### config.mk
export PLATFORM = sky130hd
export DESIGN_NAME = jk_mode_counter
export DESIGN_NICKNAME = d
export VERILOG_FILES = /design/src/rtl/jk_mode_counter.sv
export SDC_FILE = /design/constraint.sdc
export NUM_CORES = 1
export LEC_CHECK = 0
export BUFFER_PORTS_ARGS = -buffer_cell sky130_fd_sc_hd__buf_2
export CORE_AREA = 4 4 41 43
export DETAILED_ROUTE_END_ITERATION = 7
export DIE_AREA = 0 0 45 47
export PLACE_DENSITY = 0.66
export SLEW_MARGIN = 30
export SYNTH_ARGS = -nofsm -noshare
export SYNTH_HDL_FRONTEND = slang
export SYNTH_SLANG_ARGS = --single-unit
### constraint.sdc
create_clock -name clk -period 1.87 [get_ports clk]
set_input_delay 0.187 -clock clk [delete_from_list [all_inputs] [get_ports clk]]
set_output_delay 0.187 -clock clk [all_outputs]
set_load 0.005 [all_outputs]
### src/rtl/jk_mode_counter.sv
// ============================================================================
// Module     : jk_mode_counter
// Description: WIDTH-bit state counter with hold/up/down/toggle modes, a
//              clock-enable divider, load, and wrap/zero event flags.
// Revision   : 1.0 - initial release
// ============================================================================
`default_nettype none

module jk_mode_counter #(
  parameter int WIDTH  = 4,
  parameter int MAXVAL = 15,
  parameter int DIV    = 1
) (
  input  logic             clk,
  input  logic             reset,
  input  logic             en,
  input  logic [1:0]       mode,
  input  logic             load,
  input  logic [WIDTH-1:0] d,
  output logic [WIDTH-1:0] Q,
  output logic [WIDTH-1:0] Qb,
  output logic             Z1,
  output logic             Z2,
  output logic             tick
);

  localparam int               c_cnt_w    = (DIV > 1) ? $clog2(DIV) : 1;
  localparam logic [c_cnt_w-1:0] c_div_last = c_cnt_w'(DIV - 1);
  localparam logic [WIDTH-1:0] c_max      = WIDTH'(MAXVAL);

  localparam logic [1:0] c_mode_hold   = 2'b00;
  localparam logic [1:0] c_mode_up     = 2'b01;
  localparam logic [1:0] c_mode_down   = 2'b10;
  localparam logic [1:0] c_mode_toggle = 2'b11;

  logic [c_cnt_w-1:0] r_div_cnt;
  logic [WIDTH-1:0]   r_q;
  logic               r_z1;

  logic               w_tick;
  logic [WIDTH-1:0]   w_load_val;
  logic [WIDTH-1:0]   w_toggle;
  logic [WIDTH-1:0]   w_toggle_val;

  assign w_tick       = en && (r_div_cnt == c_div_last);
  // Both load and toggle can produce values above MAXVAL; clamp them here.
  assign w_load_val   = (d > c_max) ? c_max : d;
  assign w_toggle     = ~r_q;
  assign w_toggle_val = (w_toggle > c_max) ? c_max : w_toggle;

  always_ff @(posedge clk) begin
    if (!reset) begin
      r_q       <= '0;
      r_div_cnt <= '0;
      r_z1      <= 1'b0;
    end else if (load) begin
      r_q       <= w_load_val;
      r_div_cnt <= '0;
      r_z1      <= 1'b0;
    end else begin
      r_z1 <= 1'b0;
      if (en) begin
        r_div_cnt <= (r_div_cnt == c_div_last) ? '0 : r_div_cnt + c_cnt_w'(1);
      end
      if (w_tick) begin
        case (mode)
          c_mode_hold: r_q <= r_q;
          c_mode_up: begin
            if (r_q == c_max) begin
              r_q  <= '0;
              r_z1 <= 1'b1;
            end else begin
              r_q <= r_q + WIDTH'(1);
            end
          end
          c_mode_down: begin
            if (r_q == '0) begin
              r_q  <= c_max;
              r_z1 <= 1'b1;
            end else begin
              r_q <= r_q - WIDTH'(1);
            end
          end
          c_mode_toggle: r_q <= w_toggle_val;
          default:       r_q <= r_q;
        endcase
      end
    end
  end

  assign Q    = r_q;
  assign Qb   = ~r_q;
  assign Z1   = r_z1;
  assign Z2   = (r_q == '0);
  assign tick = w_tick;

endmodule

`default_nettype wire

* Word level (Yosys, flattened, before mapping) *
Index checks and enable logic that the tools add are counted.

operators by class
  add/sub/neg operators = 3
  multiply operators = 0
  div/mod/pow operators = 0
  $lt $le $gt $ge = 2
  eq/ne operators = 5
  shift-type cells = 0
  mux-type cells = 11
  bitwise gates (word level) = 4
  reduce and logical (&&, ||, !) cells = 7

operator list
  cell                   number
  $mux W4                6
  $pmux W4 S3            1
  $gt A4 B4 Y1 const B   2
  $add A4 B1 Y4 const B  1
  $eq A2 B2 Y1 const B   2
  $eq A4 B4 Y1 const B   1
  $logic_not A4 Y1       1
  $not A4 Y4             1
  $sub A4 B1 Y4 const B  1
  $mux W1                3
  $not A1 Y1             3
  $reduce_or A3 Y1       1
  $eq A2 B1 Y1 const B   1
  $logic_not A2 Y1       1
  $ne A2 B2 Y1 const B   1
  $pmux W1 S2            1
  $reduce_and A2 Y1      1
  $reduce_bool A2 Y1     1
  $reduce_or A2 Y1       1
  $add A1 B1 Y1 const B  1
  $logic_and A1 B1 Y1    1

storage, ports and cells
  register bits after elaboration = 6
  latch bits = 0
  RAM bits = 0
  bits in read-only memories = 0
  memories kept = 0

* Logic depth before layout (Yosys ltp) *
Gate-level depths: netlist (run 1).

  depth after elaboration = 6
  gate-level depth with buffers = 6
  depth with buffers taken out = 6

* Worst setup path before layout (run 1) *
Ideal clock, no wire load.

  kind = flip-flop to flip-flop
  from = register r_q[0] (netlist: Q[0])
  to = register r_q[1] (netlist: Q[1])
  library setup time = 0.119 ns
  arrival time = 1.371 ns
  data required time = 1.751 ns
  path slack = 0.381 ns
  stages on the path, launching flop included = 7
  buffers on the path = 0
  period minus slack after synthesis = 1.489 ns
  cell sequence = dfxtp_1 -> inv_1 -> ha_1 -> nor2b_1 -> o21ai_0 -> a21oi_1 -> o221a_1

between the ends
  longest elaborated chain between the ends = 6
  elaborated cells on any way between the ends = 12
  classes of those cells = add/sub: 2; order compare: 1; eq/ne: 1; mux: 6; bitwise: 1; reduce/logical: 1

ends and longest elaborated chain
  element                 RTL line  text
  start, declared         37        logic [WIDTH-1:0] r_q;
  start signal, assigned  57        r_q <= w_load_val;
  start signal, assigned  67        c_mode_hold: r_q <= r_q;
  start signal, assigned  73        r_q <= r_q + WIDTH'(1);
  $not A4 Y4              --
  net Qb[0]               21        output logic [WIDTH-1:0] Qb,
  $gt A4 B4 Y1            49        assign w_toggle_val = (w_toggle > c_max) ? c_max : w_toggle;
  $mux W4                 49
  $pmux W4 S3             66        case (mode)
  $mux W4                 65        if (w_tick) begin
  $mux W4                 56        end else if (load) begin

The timed path passes the listed nets, and every way through them passes these cells. The select of a mux whose other input is x is not followed.
A chain may end at the register's enable or synchronous reset.

* Worst setup path in the final report (run 1) *
  from = register r_q[1] (netlist: Q[1])
  to = register r_q[1] (netlist: Q[1])

between the ends
  longest elaborated chain between the ends = 6
  elaborated cells on any way between the ends = 12
  classes of those cells = add/sub: 2; order compare: 1; eq/ne: 1; mux: 6; bitwise: 1; reduce/logical: 1

ends and longest elaborated chain
  element          RTL line  text
  $not A4 Y4       48        assign w_toggle = ~r_q;
  $gt A4 B4 Y1     49
  $mux W4          49
  $pmux W4 S3 (*)  66
  $mux W4 (*)      65
  $mux W4 (*)      56

Mark *: on every way between the ends. The rest lies on a longest branch, timed or not. The select of a mux whose other input is x is not followed.

==> results of run 1 <==
tightest hold or removal path, cell delays in order:
cell and delay, ps:
sky130_fd_sc_hd__buf_2 90, sky130_fd_sc_hd__nand2_1 60, sky130_fd_sc_hd__a21boi_1 50
cell type report:
| class | count | share of cell area [%] |
|---|---|---|
| timing repair buffer | 21 | 17.4 |
| tap | 15 | 3.04 |
| clock buffer | 4 | 4.25 |
| sequential | 5 | 16.2 |
| inverter | 8 | 4.86 |
| multi-input combinational | 49 | 54.3 |
metal layers:
metal	track usage (%)	up-vias	routed length (um)
met1	16.8	231	578
met3	1.53	0	75
met2	17.5	16	554
met5	0	-	0
met4	10.5	0	0
li1	-	281	-
cells in the mapped netlist, drive strengths merged:
cell type  count  area, sq um
nand2b         4         25.0
nand2          3         11.3
a21boi         1         7.51
ha             6         75.1
or3            1         6.26
o21ai          6         30.0
a21oi          8         40.0
o221ai         1         8.76
nor2b          2         12.5
dfxtp          5          100
nand4          4         25.0
inv            8         30.0
o21a           1         7.51
o31a           1         8.76
a211oi         1         7.51
nand4bb        1         11.3
nor3           2         10.0
o221a          1         11.3
nand3          1         5.00
o21bai         1         7.51
a41oi          1         8.76
nor2           2         10.0
buf            3         23.8
a31oi          1         6.26
cell usage in the layout (no fill, tap or decap):
cell type                   count
sky130_fd_sc_hd__o21ai_1        3
sky130_fd_sc_hd__a41oi_1        1
sky130_fd_sc_hd__o21bai_1       1
sky130_fd_sc_hd__inv_1          7
sky130_fd_sc_hd__nand2_1        3
sky130_fd_sc_hd__buf_2         20
sky130_fd_sc_hd__o31a_1         1
sky130_fd_sc_hd__clkbuf_1       1
sky130_fd_sc_hd__a21oi_1        8
sky130_fd_sc_hd__nand2b_1       4
sky130_fd_sc_hd__a211oi_1       1
sky130_fd_sc_hd__clkbuf_4       3
sky130_fd_sc_hd__a21boi_1       1
sky130_fd_sc_hd__o21a_1         1
sky130_fd_sc_hd__nor2b_1        2
sky130_fd_sc_hd__nand4bb_1      1
sky130_fd_sc_hd__or3_1          1
sky130_fd_sc_hd__ha_1           6
sky130_fd_sc_hd__nand4_1        4
sky130_fd_sc_hd__nor2_2         1
sky130_fd_sc_hd__buf_4          1
sky130_fd_sc_hd__a31oi_1        1
sky130_fd_sc_hd__o221a_1        1
sky130_fd_sc_hd__o21ai_0        3
sky130_fd_sc_hd__o221ai_1       1
sky130_fd_sc_hd__inv_2          1
sky130_fd_sc_hd__nand3_1        1
sky130_fd_sc_hd__dfxtp_1        5
sky130_fd_sc_hd__nor2_1         1
sky130_fd_sc_hd__nor3_1         2
state kept, by name, summed over array words and instances, names as in the netlist:
signal  cells
Q           4
Z1          1
cell families (layout without fill, tap and decap cells):
family	Yosys count	after routing	synth area share, %
AO/OA/AOI/OAI	23	23	29.4
adder cells (fa/ha/maj)	6	6	15.3
buffers and inverters	11	33	11.0
flip-flops	5	5	20.5
AND/OR/NAND/NOR	20	20	23.8
power groups by stage:
stage          combinational, mW  clock, mW  sequential (mW)
2_1_floorplan             0.0801          0            0.124
3_3_place_gp               0.115          0            0.129
3_5_place_dp               0.116          0            0.129
4_1_cts                    0.116      0.132            0.127
5_1_grt                    0.132      0.138            0.129
6_report                   0.116      0.125            0.127
stage by stage:
| step | cells | cell area (sq um) | hold slack (ps) | total power [mW] | setup slack (ps) |
|---|---|---|---|---|---|
| floorplan | 65 | 489 | 322 | 0.204 | 381 |
| global placement | 98 | 592 | 451 | 0.244 | 420 |
| detailed placement | 98 | 592 | 446 | 0.245 | 348 |
| CTS | 102 | 618 | 192 | 0.375 | 341 |
| global route | 102 | 618 | 200 | 0.398 | 238 |
| finish | 102 | 618 | 203 | 0.368 | 337 |
worst max path at each step:
| stage | start | to | cells past startpoint |
|---|---|---|---|
| final | Q[1]$_SDFFE_PN0P_ | Q[1]$_SDFFE_PN0P_ | 6 |
| after global routing | Q[1]$_SDFFE_PN0P_ | Q[1]$_SDFFE_PN0P_ | 6 |
| after CTS | Q[1]$_SDFFE_PN0P_ | Q[1]$_SDFFE_PN0P_ | 6 |
| after detailed placement | Q[1]$_SDFFE_PN0P_ | Q[1]$_SDFFE_PN0P_ | 6 |
| after global placement | Q[1]$_SDFFE_PN0P_ | Q[1]$_SDFFE_PN0P_ | 6 |
| after floorplan | Q[0]$_SDFFE_PN0P_ | Q[1]$_SDFFE_PN0P_ | 6 |
==> flow_summary.json, run 1 <==
{
  "tightestPinTransition_ps": 340,
  "setup_repair_after_global_routing_missed_its_margin": "no",
  "start_kind": "register",
  "wl_um": 1210,
  "hold_path.class": "in -> reg",
  "syn2layout_area_growth_pct": 26.3,
  "grt_use_total_pct": 12.5,
  "cts_repair_resize_count": 0,
  "yosysSeqAreaShare_pct": 20.5,
  "rr_startpoint": "Q[1]$_SDFFE_PN0P_",
  "start_util_pct": 37.6,
  "root_buffer": "sky130_fd_sc_hd__clkbuf_4",
  "syn_nets": 81,
  "timing.final.hold_violations": 0,
  "die-height_um": 47,
  "fin_crit_sh_pct": 82.0,
  "power_leakage_nw": 0.289,
  "timing.hold.worst_path_depth": 3,
  "critPathRequiredTime_ps": 2000,
  "cts_tree": "done",
  "timing.critical_path.max_delay_family": "compound AO/OA/AOI/OAI gates",
  "worst_path_max_delay_cell": "sky130_fd_sc_hd__dfxtp_1",
  "place_hpwl_um": 944,
  "drt-vias-per-instance": 5.18,
  "power_per_cell_area_mw_per_mm2": 596,
  "timing.clock.skew_ps": 1.60,
  "synth.yosys.warnings": 0,
  "insertion_delay_to_the_later_sink_of_the_worst_skew_pair_ps": 240,
  "wire_per_inst_um": 11.8,
  "power_frac_clock_pct": 33.9,
  "drt.antenna.violating_nets": 0,
  "status": "finished, final reports clean",
  "cap_viol_max_count": 0,
  "slew-limit-headroom_pct": 77.3,
  "min-delay-start": "d[0]",
  "vias": 528,
  "netlist_area_sq_um": 489,
  "hold_buffers": 0,
  "number_of_placement_rows": 13,
  "power.switching_fraction_pct": 31.8,
  "fp.coreArea_sq_mm": 0.00130,
  "clockBufferDepth": 2,
  "initial_antenna_violation_count": 0,
  "grt_pass1_wl_um": 1930,
  "grt_max_degree": 13,
  "globalRouteOverflowTotal": 0,
  "multi_input_area_sq_um": 335,
  "tritoncts.num_buffers": 3,
  "cts.repair_timing.setup_buffer_count": 0,
  "layout_min_cycle_time_ps": 1530,
  "drtPass1Iterations": 4,
  "final.fill_count": 151,
  "cts.reportedPaths.clkPinSlew_ps": 40,
  "buffer_ports.inserted": 20,
  "setup_viol_count_final": 0,
  "first_global_vias": 458,
  "achievable-frequency_mhz": 652,
  "drcViolationCount": 0,
  "netlist-cell-type-count": 29,
  "path_max_fanout": 6,
  "drive_gt1_share_pct": 29.9,
  "slew_violations": 0,
  "arrival_ps": 1660,
  "path_class": "reg -> reg",
  "worstReg2RegEnd": "Q[1]$_SDFFE_PN0P_",
  "design.die.area_sq_mm": 0.00212,
  "power.combinational.fraction_pct": 31.6,
  "synthesis.instances": 65,
  "timing.critical_path.slowest_cell_delay_ps": 410,
  "design.final.nets": 104,
  "cell_by_cell_trace_of_the_critical_path": "inv_1 -> ha_1 -> nor2b_1 -> o21ai_0 -> a21oi_1 -> o221a_1",
  "place.gp.congestion": 0.766,
  "worst_vdd_drop_uv": 266,
  "ys_seq_elements": 5,
  "syn_area_per_cell_sq_um": 7.53,
  "critical_path.n_buffers_inverters": 1,
  "sequential_cell_area_sq_um": 100,
  "fin_setup_tns_ps": 0,
  "crit_path_end_kind": "register",
  "hold-path-endpoint": "Q[0]$_SDFFE_PN0P_",
  "fraction_of_the_core_area_covered_by_cells_at_the_end_of_the_flow_pct": 47.5,
  "timing.reg2reg.setup_slack_ps": 340,
  "drt_iter0_markers": 8,
  "die_width_um": 45,
  "net-switching-power_mw": 0.117,
  "tritoncts_num_sinks": 5,
  "cts-htree-levels": 1,
  "antenna_cells_inserted": 0,
  "io-pin-count": 21,
  "internal-power_mw": 0.251,
  "timing.reg2reg.worst_path_depth": 6,
  "power.share.sequential_pct": 34.5
}
Note: power is estimated with default switching activity, not from simulation.
==> inputs of run 2 (changes only) <==
- PLACE_DENSITY: 0.66 -> 0.69
- clock period: 1.87 -> 1.4 ns (I/O delays scaled with it)
==> run 2 against run 1 <==
Against the previous run: utilization increased by 3.7 points; flip-flop and latch count unchanged; register-to-register slack got worse by 250 ps; wire length increased by 17%; power increased by 43%; global-route usage increased by 2.8 points; first-iteration DRC count decreased by 25%; design area increased by 7.7%; final cell count increased by 2.9%; sequential power increased by 33%; non-clock buffer count increased by 3; highest routed layer is now met4.
==> flow_summary.json, run 2 (synthesis results as in run 1) <==
{
  "grt_max_degree": 13,
  "syn2layout_area_growth_pct": 36.1,
  "drcViolationCount": 0,
  "design.die.area_sq_mm": 0.00212,
  "cap_viol_max_count": 0,
  "cts.reportedPaths.clkPinSlew_ps": 50,
  "drtPass1Iterations": 4,
  "drt_iter0_markers": 6,
  "first_global_vias": 543,
  "setup_viol_count_final": 0,
  "timing.final.hold_violations": 0,
  "antenna_cells_inserted": 0,
  "fin_crit_sh_pct": 93.5,
  "arrival_ps": 1440,
  "hold_buffers": 0,
  "power.switching_fraction_pct": 33.1,
  "root_buffer": "sky130_fd_sc_hd__clkbuf_4",
  "initial_antenna_violation_count": 0,
  "slew_violations": 0,
  "tritoncts.num_buffers": 3,
  "drt-vias-per-instance": 5.48,
  "net-switching-power_mw": 0.174,
  "power_per_cell_area_mw_per_mm2": 789,
  "final_common_cell": "sky130_fd_sc_hd__buf_2",
  "clockBufferDepth": 2,
  "mostFrequentLayoutCells": "sky130_fd_sc_hd__buf_2, sky130_fd_sc_hd__a21oi_1, sky130_fd_sc_hd__inv_1",
  "buffer_ports.inserted": 20,
  "internal-power_mw": 0.351,
  "tritoncts_num_sinks": 5,
  "drt.antenna.violating_nets": 0,
  "start_util_pct": 37.6,
  "cts-htree-levels": 1,
  "fp.coreArea_sq_mm": 0.00130,
  "hold_path.class": "in -> reg",
  "hold-path-endpoint": "Q[0]$_SDFFE_PN0P_",
  "grt_pass1_wl_um": 2270,
  "cts.repair_timing.setup_buffer_count": 0,
  "globalRouteOverflowTotal": 0,
  "timing.reg2reg.setup_slack_ps": 90,
  "worstReg2RegEnd": "Q[1]$_SDFFE_PN0P_",
  "die-height_um": 47,
  "slew-limit-headroom_pct": 76.5,
  "worst_slack_ps": 91.1,
  "timing.reg2reg.worst_path_depth": 6,
  "power.combinational.fraction_pct": 34.4,
  "timing.hold.worst_path_depth": 3,
  "finalNonFillerCells": 105,
  "power.share.sequential_pct": 32.1,
  "grt_use_total_pct": 15.2,
  "design.final.nets": 107,
  "power_leakage_nw": 0.305,
  "crit_path_end_kind": "register",
  "rr_startpoint": "Q[0]$_SDFFE_PN0P_",
  "timing.clock.skew_ps": 3.61,
  "critPathRequiredTime_ps": 1530,
  "tightestPinTransition_ps": 352,
  "dp.cells": 101,
  "number_of_placement_rows": 13,
  "path_max_fanout": 3,
  "achievable-frequency_mhz": 764,
  "vias": 575,
  "place_hpwl_um": 1060,
  "insertion_delay_to_the_later_sink_of_the_worst_skew_pair_ps": 250,
  "largest_register_ff_count": 4,
  "place_ws_ps": -15.9,
  "die_width_um": 45,
  "fin_setup_tns_ps": 0,
  "start_kind": "register",
  "finalHoldWorstSlack_ps": 149,
  "wire_per_inst_um": 13.5,
  "worst_vdd_drop_uv": 259,
  "cts_tree": "done",
  "drive_gt1_share_pct": 38.9,
  "wl_um": 1420,
  "power_frac_clock_pct": 33.4,
  "io-pin-count": 21,
  "status": "finished, final reports clean",
  "place.gp.congestion": 0.750,
  "path_class": "reg -> reg",
  "min-delay-start": "d[0]",
  "layout_min_cycle_time_ps": 1310
}
## run 2: cell types whose count changed in the layout (fill, tap and decap cells not counted)
cell                      previous run  this run
sky130_fd_sc_hd__buf_4               1         4
sky130_fd_sc_hd__nor3_1              2         1
sky130_fd_sc_hd__ha_2                0         1
sky130_fd_sc_hd__nor3_2              0         1
sky130_fd_sc_hd__ha_1                6         4
sky130_fd_sc_hd__dfxtp_1             5         3
sky130_fd_sc_hd__dfxtp_4             0         1
sky130_fd_sc_hd__inv_1               7         6
sky130_fd_sc_hd__o21ai_0             3         2
sky130_fd_sc_hd__o21ai_1             3         4
sky130_fd_sc_hd__dfxtp_2             0         1
sky130_fd_sc_hd__ha_4                0         1
sky130_fd_sc_hd__inv_2               1         2
## run 2: stage by stage
step / instance area [sq um] / total power, mW / utilization [%]
CTS: 646 / 0.519 / 49.6
global placement: 619 / 0.333 / 47.6
floorplan: 494 / 0.273 / -
finish: 666 / 0.525 / 51.2
detailed placement: 619 / 0.340 / 47.6
global route: 666 / 0.560 / 51.2
## run 2: power groups by stage
stage | sequential, mW | combinational, mW | clock, mW
6_report | 0.169 | 0.181 | 0.176
5_1_grt | 0.172 | 0.204 | 0.184
4_1_cts | 0.168 | 0.171 | 0.180
3_5_place_dp | 0.171 | 0.169 | 0
3_3_place_gp | 0.169 | 0.164 | 0
2_1_floorplan | 0.166 | 0.107 | 0
## run 2: worst max path at each step
stage,start,endpoint,slack [ps],depth (start not counted)
final,Q[0]$_SDFFE_PN0P_,Q[1]$_SDFFE_PN0P_,90,6
after detailed placement,Q[0]$_SDFFE_PN0P_,Q[1]$_SDFFE_PN0P_,-20,6
after CTS,Q[0]$_SDFFE_PN0P_,Q[1]$_SDFFE_PN0P_,4,6
after floorplan,Q[0]$_SDFFE_PN0P_,Q[1]$_SDFFE_PN0P_,10,6
after global routing,Q[0]$_SDFFE_PN0P_,Q[2]$_SDFFE_PN0P_,-3,6
after global placement,Q[0]$_SDFFE_PN0P_,Q[1]$_SDFFE_PN0P_,60,6
## run 2: metal layers
metal / track usage, % / share of wire (%) / vias to the layer above
met5: 0 / 0 / -
met2: 26.0 / 50 / 22
met1: 18.1 / 41 / 267
met4: 10.5 / 1.3 / 0
li1: - / - / 284
met3: 1.15 / 6.7 / 2
## run 2: what timing repair did
| item | in CTS | in global routing |
|---|---|---|
| gates resized for setup | 1 | 4 |
| pin swaps | 0 | 0 |
| endpoints found under the setup margin | 1 | 2 |
## run 2: layout make-up
cell class	count	area (sq um)
Clock buffer	4	26.3
Multi-Input combinational cell	49	355
Fill cell	141	636
Inverter	8	30.0
Sequential cell	5	105
Tap cell	15	18.8
Timing Repair Buffer	24	130
## run 2: worst max-delay path, cell delays in order, from the launching register on
cell and delay (ps):
sky130_fd_sc_hd__dfxtp_4 340, sky130_fd_sc_hd__inv_2 50, sky130_fd_sc_hd__ha_4 230, sky130_fd_sc_hd__nor2b_1 130, sky130_fd_sc_hd__o21ai_1 130, sky130_fd_sc_hd__a21oi_1 80
sky130_fd_sc_hd__o221a_1 230
==> inputs of run 3 (changes only) <==
- CAP_MARGIN: unset -> 5
- PLACE_DENSITY: 0.69 -> 0.66
- clock period: 1.4 -> 1.55 ns (I/O delays scaled with it)
==> run 3 against run 2 <==
Against the previous run: non-clock buffer count fell by 2; largest cell class unchanged; flip-flop and latch count did not move; utilization fell by 3.1 points; critical endpoint unchanged; wire length fell by 13%; sequential power fell by 10%; setup slack improved by 55 ps; global-route usage fell by 2.5 points; die area did not move; via count fell by 4.9%; design area fell by 6.0%; critical path type unchanged; highest routed layer unchanged; worst hold slack improved by 13 ps.
==> flow_summary.json, run 3 (synthesis results as in run 1) <==
{
  "status": "finished, final reports clean",
  "start_kind": "register",
  "drive_gt1_share_pct": 30.7,
  "buffer_ports.inserted": 20,
  "antenna_cells_inserted": 0,
  "slew_violations": 0,
  "start_util_pct": 37.6,
  "grt_pass1_wl_um": 1950,
  "drcViolationCount": 0,
  "drt_iter0_markers": 12,
  "multi_input_area_sq_um": 335,
  "wl_um": 1230,
  "globalRouteOverflowTotal": 0,
  "setup_viol_count_final": 0,
  "number_of_placement_rows": 13,
  "placed_area_sq_um": 599,
  "largest_register_ff_count": 4,
  "fraction_of_the_core_area_covered_by_cells_at_the_end_of_the_flow_pct": 48.1,
  "die_width_um": 45,
  "finalNonFillerCells": 103,
  "drt.antenna.violating_nets": 0,
  "first_global_vias": 476,
  "worstReg2RegEnd": "Q[1]$_SDFFE_PN0P_",
  "post-layout-total-power_mw": 0.451,
  "drtPass1Iterations": 4,
  "dp.cells": 99,
  "cts.reportedPaths.clkPinSlew_ps": 50,
  "io-pin-count": 21,
  "design.die.area_sq_mm": 0.00212,
  "cts_repair_resize_count": 0,
  "design.final.nets": 105,
  "setup.worst_path.start": "Q[0]$_SDFFE_PN0P_",
  "wire_per_inst_um": 11.9,
  "timing.clock.skew_ps": 6.40,
  "worst_vdd_drop_uv": 281,
  "power_per_cell_area_mw_per_mm2": 721,
  "path_class": "reg -> reg",
  "sequential_cell_area_sq_um": 100,
  "clockBufferDepth": 2,
  "tritoncts_num_sinks": 5,
  "achievable-frequency_mhz": 712,
  "root_buffer": "sky130_fd_sc_hd__clkbuf_4",
  "arrival_ps": 1530,
  "place_ws_ps": 162,
  "timing.final.hold_violations": 0,
  "place.gp.congestion": 0.775,
  "syn2layout_area_growth_pct": 27.9,
  "insertion_delay_to_the_later_sink_of_the_worst_skew_pair_ps": 240,
  "power_leakage_nw": 0.294,
  "grt_use_total_pct": 12.7,
  "rr_startpoint": "Q[0]$_SDFFE_PN0P_",
  "place_hpwl_um": 1000,
  "vias": 547,
  "timing.reg2reg.setup_slack_ps": 150,
  "hold_path.class": "in -> reg",
  "fin_setup_tns_ps": 0,
  "die-height_um": 47,
  "cts_tree": "done",
  "critPathRequiredTime_ps": 1680,
  "initial_antenna_violation_count": 0,
  "cts-htree-levels": 1,
  "setup_repair_after_global_routing_missed_its_margin": "no",
  "grt_max_degree": 13,
  "final.fill_count": 150,
  "layout_min_cycle_time_ps": 1400,
  "mostFrequentLayoutCells": "sky130_fd_sc_hd__buf_2, sky130_fd_sc_hd__a21oi_1, sky130_fd_sc_hd__inv_1",
  "final_common_cell": "sky130_fd_sc_hd__buf_2",
  "cap_viol_max_count": 0,
  "drt-vias-per-instance": 5.31,
  "post_layout_instance_area_sq_um": 626,
  "hold_buffers": 0,
  "finalHoldWorstSlack_ps": 162,
  "crit_path_end_kind": "register",
  "tritoncts.num_buffers": 3,
  "slew-limit-headroom_pct": 76.5,
  "worst_setup_path_endpoint": "Q[1]$_SDFFE_PN0P_",
  "cts.repair_timing.setup_buffer_count": 0,
  "path_max_fanout": 3,
  "fin_crit_sh_pct": 90.6,
  "fp.coreArea_sq_mm": 0.00130,
  "tightestPinTransition_ps": 353,
  "timing.reg2reg.worst_path_depth": 6,
  "worst_slack_ps": 146
}
## run 3: cell types whose count changed in the layout (fill, tap and decap cells not counted), sizes merged
cell	delta
buf	-2
## run 3: how the worst min path moves through the flow
| stage | start | end | slack (ps) | cells after the start |
|---|---|---|---|---|
| 6_report | d[0] | Q[0]$_SDFFE_PN0P_ | 160 | 3 |
| 5_1_grt | d[0] | Q[0]$_SDFFE_PN0P_ | 180 | 3 |
| 4_1_cts | d[0] | Q[0]$_SDFFE_PN0P_ | 160 | 3 |
| 3_5_place_dp | d[0] | Q[0]$_SDFFE_PN0P_ | 420 | 3 |
| 3_3_place_gp | d[0] | Q[0]$_SDFFE_PN0P_ | 420 | 3 |
| 2_1_floorplan | load | Q[0]$_SDFFE_PN0P_ | 290 | 2 |
## run 3: layout make-up
type                    count  area share, %
multi-input cells          49           53.6
flip-flops and latches      5           16.0
inverters                   8           4.80
well taps                  15           3.00
clock buffers               4           4.20
repair buffers             22           18.4
## run 3: where the power goes
part / leakage, nW / switching [mW] / internal (mW)
Sequential: 0.0414 / 0.0139 / 0.138
Clock: 0.0150 / 0.0568 / 0.0976
Combinational: 0.238 / 0.0751 / 0.0702
Total: 0.294 / 0.146 / 0.306
## run 3: layer usage
metal  global-route usage [%]  routed length, um
met1                     16.1                579
met2                     20.3                563
met3                     1.15                 66
met4                     8.77                 18
met5                        0                  0
## run 3: critical path: stages (launching register included)
cell	delay (ps)
sky130_fd_sc_hd__dfxtp_1	330
sky130_fd_sc_hd__inv_1	60
sky130_fd_sc_hd__ha_1	310
sky130_fd_sc_hd__nor2b_1	140
sky130_fd_sc_hd__o21ai_0	150
sky130_fd_sc_hd__a21oi_1	80
sky130_fd_sc_hd__o221a_1	220
